==> config.mk <==
export PLATFORM = sky130hd
export DESIGN_NAME = aes_key_schedule_flat
export DESIGN_NICKNAME = d
export VERILOG_FILES = /design/src/rtl/aes_key_schedule_if.sv /design/src/rtl/aes_key_schedule.sv /design/src/flat_wrapper.sv
export SDC_FILE = /design/constraint.sdc
export NUM_CORES = 2
export LEC_CHECK = 0
export BUFFER_PORTS_ARGS = -buffer_cell sky130_fd_sc_hd__buf_2
export CAP_MARGIN = 30
export CORE_AREA = 4 4 381 383
export CTS_CLUSTER_DIAMETER = 80
export DETAILED_ROUTE_END_ITERATION = 6
export DIE_AREA = 0 0 385 387
export PLACE_DENSITY = 0.78
export SLEW_MARGIN = 25
export SYNTH_ARGS = -nofsm -noshare
export SYNTH_HDL_FRONTEND = slang
export SYNTH_SLANG_ARGS = --single-unit
==> constraint.sdc <==
create_clock -name i_clk -period 20.5 [get_ports i_clk]
set_input_delay 1.025 -clock i_clk [delete_from_list [all_inputs] [get_ports i_clk]]
set_output_delay 1.025 -clock i_clk [all_outputs]
set_load 0.005 [all_outputs]
==> src/rtl/aes_key_schedule_if.sv <==
// Bundle between the key-load path, the key schedule and the iterative cipher core.
// The master drives start/key/abort and round-key ready; the slave returns status and round keys.
interface aes_key_schedule_if #(
  parameter int unsigned MAX_KEY_L = 256,
  parameter int unsigned DATA_W    = 128
);
  logic                 start;
  logic [1:0]           key_mode;
  logic [MAX_KEY_L-1:0] cipher_key;
  logic                 abort;
  logic                 busy;
  logic                 err;
  logic                 rk_valid;
  logic                 rk_ready;
  logic [DATA_W-1:0]    rk_data;
  logic [3:0]           rk_index;
  logic                 rk_last;

  modport master (
    output start, key_mode, cipher_key, abort, rk_ready,
    input  busy, err, rk_valid, rk_data, rk_index, rk_last
  );

  modport slave (
    input  start, key_mode, cipher_key, abort, rk_ready,
    output busy, err, rk_valid, rk_data, rk_index, rk_last
  );
endinterface

==> src/rtl/aes_key_schedule.sv <==
// Iterative AES-128/192/256 key expansion: one schedule word per cycle through a single
// SubWord unit, streaming round keys 0..Nr over a valid/ready handshake.
module aes_key_schedule #(
  parameter int unsigned MAX_KEY_L = 256,
  parameter int unsigned DATA_W    = 128
) (
  input logic               i_clk,
  input logic               i_rst_n,
  aes_key_schedule_if.slave io_bus
);
  localparam int unsigned NKMAX = MAX_KEY_L / 32;
  localparam int unsigned IdxW  = $clog2(NKMAX);

  if (DATA_W != 128) begin : g_bad_data_w
    $error("aes_key_schedule: DATA_W must be 128");
  end
  if (MAX_KEY_L != 128 && MAX_KEY_L != 192 && MAX_KEY_L != 256) begin : g_bad_key_l
    $error("aes_key_schedule: MAX_KEY_L must be 128, 192 or 256");
  end

  typedef enum logic [1:0] {StIdle, StGen, StDoneWait} state_e;

  function automatic logic [7:0] xtime(input logic [7:0] a);
    return {a[6:0], 1'b0} ^ (a[7] ? 8'h1b : 8'h00);
  endfunction

  function automatic logic [7:0] gf_mul(input logic [7:0] a, input logic [7:0] b);
    logic [7:0] p;
    logic [7:0] x;
    p = 8'h00;
    x = a;
    for (int n = 0; n < 8; n++) begin
      if (b[n]) p = p ^ x;
      x = xtime(x);
    end
    return p;
  endfunction

  // S-box as GF(2^8) inverse (a^254 = a^2 * a^4 * ... * a^128) followed by the affine map.
  function automatic logic [7:0] sbox(input logic [7:0] a);
    logic [7:0] sq;
    logic [7:0] inv;
    sq  = a;
    inv = 8'h01;
    for (int n = 1; n < 8; n++) begin
      sq  = gf_mul(sq, sq);
      inv = gf_mul(inv, sq);
    end
    return inv ^ {inv[6:0], inv[7]} ^ {inv[5:0], inv[7:6]} ^ {inv[4:0], inv[7:5]}
               ^ {inv[3:0], inv[7:4]} ^ 8'h63;
  endfunction

  function automatic logic [31:0] sub_word(input logic [31:0] w);
    return {sbox(w[31:24]), sbox(w[23:16]), sbox(w[15:8]), sbox(w[7:0])};
  endfunction

  state_e                 r_state, w_state_nxt;
  logic [NKMAX-1:0][31:0] r_win, w_win_nxt;
  logic [5:0]             r_i;
  logic [2:0]             r_pos;
  logic [7:0]             r_rcon;
  logic [1:0]             r_mode;
  logic [95:0]            r_part;
  logic                   r_err, r_rk_valid, r_rk_last;
  logic [127:0]           r_rk_data;
  logic [3:0]             r_rk_index;

  logic [3:0]      w_nk, w_nr;
  logic [IdxW-1:0] w_top;
  logic [31:0]     w_temp, w_sub_in, w_sub_out, w_f, w_word;
  logic            w_key_phase, w_rot_step, w_sub_step, w_mode_ok;
  logic            w_load, w_hs, w_stall, w_adv, w_last_word;
  logic            w_start_ok, w_start_bad, w_abort, w_busy, w_gen, w_idle;

  always_comb begin
    unique case (r_mode)
      2'd0:    begin w_nk = 4'd4; w_nr = 4'd10; end
      2'd1:    begin w_nk = 4'd6; w_nr = 4'd12; end
      default: begin w_nk = 4'd8; w_nr = 4'd14; end
    endcase
  end

  // Window is a shift register: [0] is w[i-Nk], [Nk-1] is w[i-1]. During the key phase the key
  // words rotate through it so the layout is already correct when expansion proper begins.
  assign w_top       = IdxW'(w_nk - 4'd1);
  assign w_temp      = r_win[w_top];
  assign w_key_phase = (r_i < {2'b00, w_nk});
  assign w_rot_step  = !w_key_phase && (r_pos == 3'd0);
  assign w_sub_step  = !w_key_phase && (w_nk == 4'd8) && (r_pos == 3'd4);
  assign w_sub_in    = w_rot_step ? {w_temp[23:0], w_temp[31:24]} : w_temp;
  assign w_sub_out   = sub_word(w_sub_in);
  assign w_f         = w_rot_step ? (w_sub_out ^ {r_rcon, 24'h0}) :
                       w_sub_step ? w_sub_out : w_temp;
  assign w_word      = w_key_phase ? r_win[0] : (r_win[0] ^ w_f);

  always_comb begin
    w_win_nxt        = r_win >> 32;
    w_win_nxt[w_top] = w_word;
  end

  assign w_mode_ok   = (io_bus.key_mode == 2'd0) ||
                       ((io_bus.key_mode == 2'd1) && (MAX_KEY_L >= 192)) ||
                       ((io_bus.key_mode == 2'd2) && (MAX_KEY_L >= 256));
  assign w_start_ok  = w_idle && io_bus.start && w_mode_ok;
  assign w_start_bad = w_idle && io_bus.start && !w_mode_ok;
  assign w_abort     = io_bus.abort && !w_idle;
  assign w_load      = (r_i[1:0] == 2'b11);
  assign w_hs        = r_rk_valid && io_bus.rk_ready;
  assign w_stall     = w_load && r_rk_valid && !io_bus.rk_ready;
  assign w_adv       = w_gen && !io_bus.abort && !w_stall;
  assign w_last_word = (r_i == {w_nr, 2'b11});

  always_ff @(posedge i_clk or negedge i_rst_n) begin
    if (!i_rst_n) r_state <= StIdle;
    else          r_state <= w_state_nxt;
  end

  always_comb begin
    w_state_nxt = r_state;
    unique case (r_state)
      StIdle:     if (w_start_ok) w_state_nxt = StGen;
      StGen: begin
        if (w_abort)                   w_state_nxt = StIdle;
        else if (w_adv && w_last_word) w_state_nxt = StDoneWait;
      end
      StDoneWait: begin
        if (w_abort)                w_state_nxt = StIdle;
        else if (w_hs && r_rk_last) w_state_nxt = StIdle;
      end
      default:    w_state_nxt = StIdle;
    endcase
  end

  always_comb begin
    w_idle = (r_state == StIdle);
    w_gen  = (r_state == StGen);
    w_busy = !w_idle;
  end

  always_ff @(posedge i_clk or negedge i_rst_n) begin
    if (!i_rst_n) begin
      r_win      <= '0;
      r_i        <= '0;
      r_pos      <= '0;
      r_rcon     <= 8'h01;
      r_mode     <= '0;
      r_part     <= '0;
      r_err      <= 1'b0;
      r_rk_valid <= 1'b0;
      r_rk_data  <= '0;
      r_rk_index <= '0;
      r_rk_last  <= 1'b0;
    end else begin
      r_err <= w_start_bad;
      if (w_start_ok) begin
        for (int j = 0; j < NKMAX; j++) begin
          r_win[j] <= io_bus.cipher_key[MAX_KEY_L-1-32*j -: 32];
        end
        r_mode <= io_bus.key_mode;
        r_i    <= '0;
        r_pos  <= '0;
        r_rcon <= 8'h01;
      end else if (w_adv) begin
        r_win <= w_win_nxt;
        r_i   <= r_i + 6'd1;
        r_pos <= (r_pos == 3'(w_nk - 4'd1)) ? 3'd0 : r_pos + 3'd1;
        if (w_rot_step) r_rcon <= xtime(r_rcon);
        if (!w_load)    r_part <= {r_part[63:0], w_word};
      end
      // Abort wins over a handshake; a load in the same cycle as a handshake replaces the key.
      if (w_abort) begin
        r_rk_valid <= 1'b0;
      end else if (w_adv && w_load) begin
        r_rk_valid <= 1'b1;
        r_rk_data  <= {r_part, w_word};
        r_rk_index <= r_i[5:2];
        r_rk_last  <= w_last_word;
      end else if (w_hs) begin
        r_rk_valid <= 1'b0;
      end
    end
  end

  assign io_bus.busy     = w_busy;
  assign io_bus.err      = r_err;
  assign io_bus.rk_valid = r_rk_valid;
  assign io_bus.rk_data  = r_rk_data;
  assign io_bus.rk_index = r_rk_index;
  assign io_bus.rk_last  = r_rk_last;
endmodule

==> src/flat_wrapper.sv <==
// flat-port wrapper written by rule: the top's interface ports become plain ports
module aes_key_schedule_flat 
#(
  parameter int unsigned MAX_KEY_L = 256,
  parameter int unsigned DATA_W    = 128
)
  (i_clk, i_rst_n, io_bus_start, io_bus_key_mode, io_bus_cipher_key, io_bus_abort, io_bus_rk_ready, io_bus_busy, io_bus_err, io_bus_rk_valid, io_bus_rk_data, io_bus_rk_index, io_bus_rk_last);
  aes_key_schedule_if #(.MAX_KEY_L(MAX_KEY_L), .DATA_W(DATA_W)) io_bus_i ();
  input logic i_clk;
  input logic i_rst_n;
  input wire logic [$bits(io_bus_i.start)-1:0] io_bus_start;
  input wire logic [$bits(io_bus_i.key_mode)-1:0] io_bus_key_mode;
  input wire logic [$bits(io_bus_i.cipher_key)-1:0] io_bus_cipher_key;
  input wire logic [$bits(io_bus_i.abort)-1:0] io_bus_abort;
  input wire logic [$bits(io_bus_i.rk_ready)-1:0] io_bus_rk_ready;
  output wire logic [$bits(io_bus_i.busy)-1:0] io_bus_busy;
  output wire logic [$bits(io_bus_i.err)-1:0] io_bus_err;
  output wire logic [$bits(io_bus_i.rk_valid)-1:0] io_bus_rk_valid;
  output wire logic [$bits(io_bus_i.rk_data)-1:0] io_bus_rk_data;
  output wire logic [$bits(io_bus_i.rk_index)-1:0] io_bus_rk_index;
  output wire logic [$bits(io_bus_i.rk_last)-1:0] io_bus_rk_last;
  assign io_bus_i.start = io_bus_start;
  assign io_bus_i.key_mode = io_bus_key_mode;
  assign io_bus_i.cipher_key = io_bus_cipher_key;
  assign io_bus_i.abort = io_bus_abort;
  assign io_bus_i.rk_ready = io_bus_rk_ready;
  assign io_bus_busy = io_bus_i.busy;
  assign io_bus_err = io_bus_i.err;
  assign io_bus_rk_valid = io_bus_i.rk_valid;
  assign io_bus_rk_data = io_bus_i.rk_data;
  assign io_bus_rk_index = io_bus_i.rk_index;
  assign io_bus_rk_last = io_bus_i.rk_last;
  aes_key_schedule #(.MAX_KEY_L(MAX_KEY_L), .DATA_W(DATA_W)) u_core (.i_clk(i_clk), .i_rst_n(i_rst_n), .io_bus(io_bus_i));
endmodule
==> flow_summary.yaml <==
place:
  gp_congestion: 0.983
  place_inst: 12635
  dp_hpwl_mm: 215
  portBuffers: 398
clocking:
  insertion_delay_ps: 640
  clk_pin_slew_ps: 70
  cts_root_buffer: "clkbuf_16"
  numCtsBuffers: 48
  cts_tree: "built"
  cts_buffer_depth: 3
  clock-sinks: 508
  htree_levels: 2
layout:
  fillers: 12108
  drive_gt1_share_pct: 14.5
  mostFrequentLayoutCell: "xnor2_1"
  instances_no_fill: 12839
  utilization_pct: 65.2
  syn2layout_area_growth_pct: 9.22
  layout_common_cells: "xnor2_1, nand2_1, nor2_1"
  nNetsFinal: 11159
die:
  num_rows: 138
  die-area_um2: 149000
  coreArea_um2: 141000
  dieWidth_um: 385
  pin_count: 399
  start_util_pct: 59.7
  fp.dieH_um: 387
route:
  antenna_left: 0
  vias: 83591
  wl_per_cell_um: 23.0
  wl_mm: 295
  drt-pass1-iter-count: 7
  viasPerCell: 6.51
  drtIter0Drc: 10779
  drc: 42
logic_synthesis:
  synth_seq_cells: 508
  ys_warn_count: 0
  synth_cells: 10724
  syn-num-nets: 11020
  synth_area_per_cell_um2: 7.88
  synth_flop_cell: "dfrtp_1"
  async_reset_ff_share_pct: 100
  syn_area_um2: 84500
  synth-seq-area-share_pct: 15.1
  synth.distinct_cells: 130
  synth_enable_flop_cells: 0
sta:
  finClkSkew_ps: 58.4
  finalHoldViolCount: 0
  drv_slew: 0
  finalSetupViolCount: 0
  max_freq_mhz: 50.7
  relSlewSlack_pct: 24.3
  rsz0062_at_grt: "yes"
  holdWs_ps: 472
  min_period_ps: 19720
  worst_pin_slew_ps: 1130
  period_share_pct: 96.2
worst_setup_path:
  r2r_slack_ps: 780
  cpLargestDelayFamily: "XOR/XNOR gates"
  worst-path-buf-inv: 5
  cp-start-kind: "register"
  cp_common_cell: "xnor2_1"
  cp.arrival_ps: 20190
  crit_type: "register to register"
  cp-end-kind: "register"
  max_stage_delay_ps: 690
  reg2reg_depth: 59
  path_max_fanout: 19
  timing.rr.start: "u_core.r_mode[0]$_DFFE_PN0P_"
  slowest_stage: "dfrtp_2"
  cp.required_ps: 20970
  startpoint: "u_core.r_mode[0]$_DFFE_PN0P_"
  cp.depth: 59
min_path:
  hp-class: "primary input to asynchronous set/reset pin"
global_route:
  grt_max_degree: 184
  overflow: 0
  grt_pass1_vias: 77281
  antenna_found_initial: 54
  grt_pass1_wl_mm: 455
  track_usage_pct: 37.5
run_status:
  status: "complete, but fails checks"
  violations: "design-rule violations"
flow_run:
  maxCapViolCount: 0
routing by layer:
| layer | share of wire, % | up-vias | track usage [%] |
|---|---|---|---|
| met4 | 4.6 | 10 | 14.4 |
| met3 | 11 | 777 | 6.84 |
| met5 | 0.022 | - | 0 |
| li1 | - | 38018 | - |
| met1 | 40 | 39798 | 52.1 |
| met2 | 44 | 4988 | 57.8 |
cells in the mapped netlist, types with 86 or more instances:
cell	instances	share of area (%)
nor3_1	272	1.6
o21ai_0	437	2.6
nand2_1	1515	6.7
xor2_1	422	4.4
a22oi_1	208	1.8
a21oi_1	467	2.8
a211oi_1	122	1.1
clkbuf_1	499	2.2
o22ai_1	164	1.2
mux2i_1	292	3.5
nor2_1	1314	5.8
xnor2_2	86	1.7
xnor2_1	1643	17
xnor3_1	351	9.4
dfrtp_1	507	15
nand3_1	225	1.3
buf_2	135	0.80
a31oi_1	120	0.89
mux2_2	182	2.4
o211ai_1	119	1.1
kinds of logic (layout without fill, tap and decap cells):
| logic type | count (synthesis) | count (layout) | synth area share, % |
|---|---|---|---|
| adders and majority gates | 35 | 35 | 0.513 |
| DFF | 508 | 508 | 15.1 |
| xor gates and xnor gates | 2597 | 2597 | 35.0 |
| buffers and inverters | 867 | 1043 | 4.38 |
| and+or+nand+nor | 3821 | 3821 | 19.5 |
| other | 0 | 49 | 0 |
| AOI/OAI and AO/OA | 2408 | 2408 | 19.4 |
| muxes | 488 | 488 | 6.17 |
path summary, 6_finish.rpt:
check                                                    endpoint
hold reg to reg                      u_core.r_win[85]$_DFFE_PN0P_
min in group i_clk                   u_core.r_win[85]$_DFFE_PN0P_
setup reg to reg                    u_core.r_win[249]$_DFFE_PN0P_
setup / recovery                    u_core.r_win[249]$_DFFE_PN0P_
max in group asynchronous            u_core.r_win[29]$_DFFE_PN0P_
hold / removal             u_core.io_bus.rk_data[113]$_DFFE_PN0P_
stage by stage:
stage               TNS, ps  area, um^2  setup slack [ps]
finish                    0       92200               777
global route           -204       92200             -56.2
CTS                       0       90800             0.471
detailed placement   -12370       88900              -445
global placement       -873       88700              -152
floorplan                 0       84500              1740
layout make-up:
class / instances / area (um^2) / share of cell area (%)
Multi-Input combinational cell: 9349 / 69400 / 75.3
Clock buffer: 75 / 1440 / 1.56
Tap cell: 1890 / 2360 / 2.56
Antenna cell: 49 / 123 / 0.133
Clock inverter: 12 / 256 / 0.278
Inverter: 117 / 443 / 0.480
Timing Repair Buffer: 839 / 5460 / 5.92
Sequential cell: 508 / 12700 / 13.8
flip-flops by register name (all words and copies together), names as in the netlist:
register,flops
u_core.r_state,2
u_core.io_bus.err,1
u_core.r_pos,3
u_core.io_bus.rk_valid,1
u_core.io_bus.rk_data,128
u_core.r_i,6
u_core.r_part,96
u_core.io_bus.rk_last,1
u_core.r_win,256
u_core.io_bus.rk_index,4
u_core.r_rcon,8
u_core.r_mode,2
worst register-to-register path, delay by kind of cell (launching register included):
kind            cells  cell delay [ps]
compound gates     16             4230
fa+ha+maj           1              300
flops               1              690
xor+xnor           21             8090
mux                 4             1220
simple gates       12             4010
buf+inv             5             1050
timing repair:
item | in CTS | in global routing
buffers inserted | 5 | 42
pin swaps | 2 | 13
resized for setup | 22 | 132
setup endpoints to repair | 72 | 160
hold buffers | 0 | 0
Power is left out: the tool's default activity adds up to more than one toggle a clock period on the data nets, which glitch-free logic cannot reach.
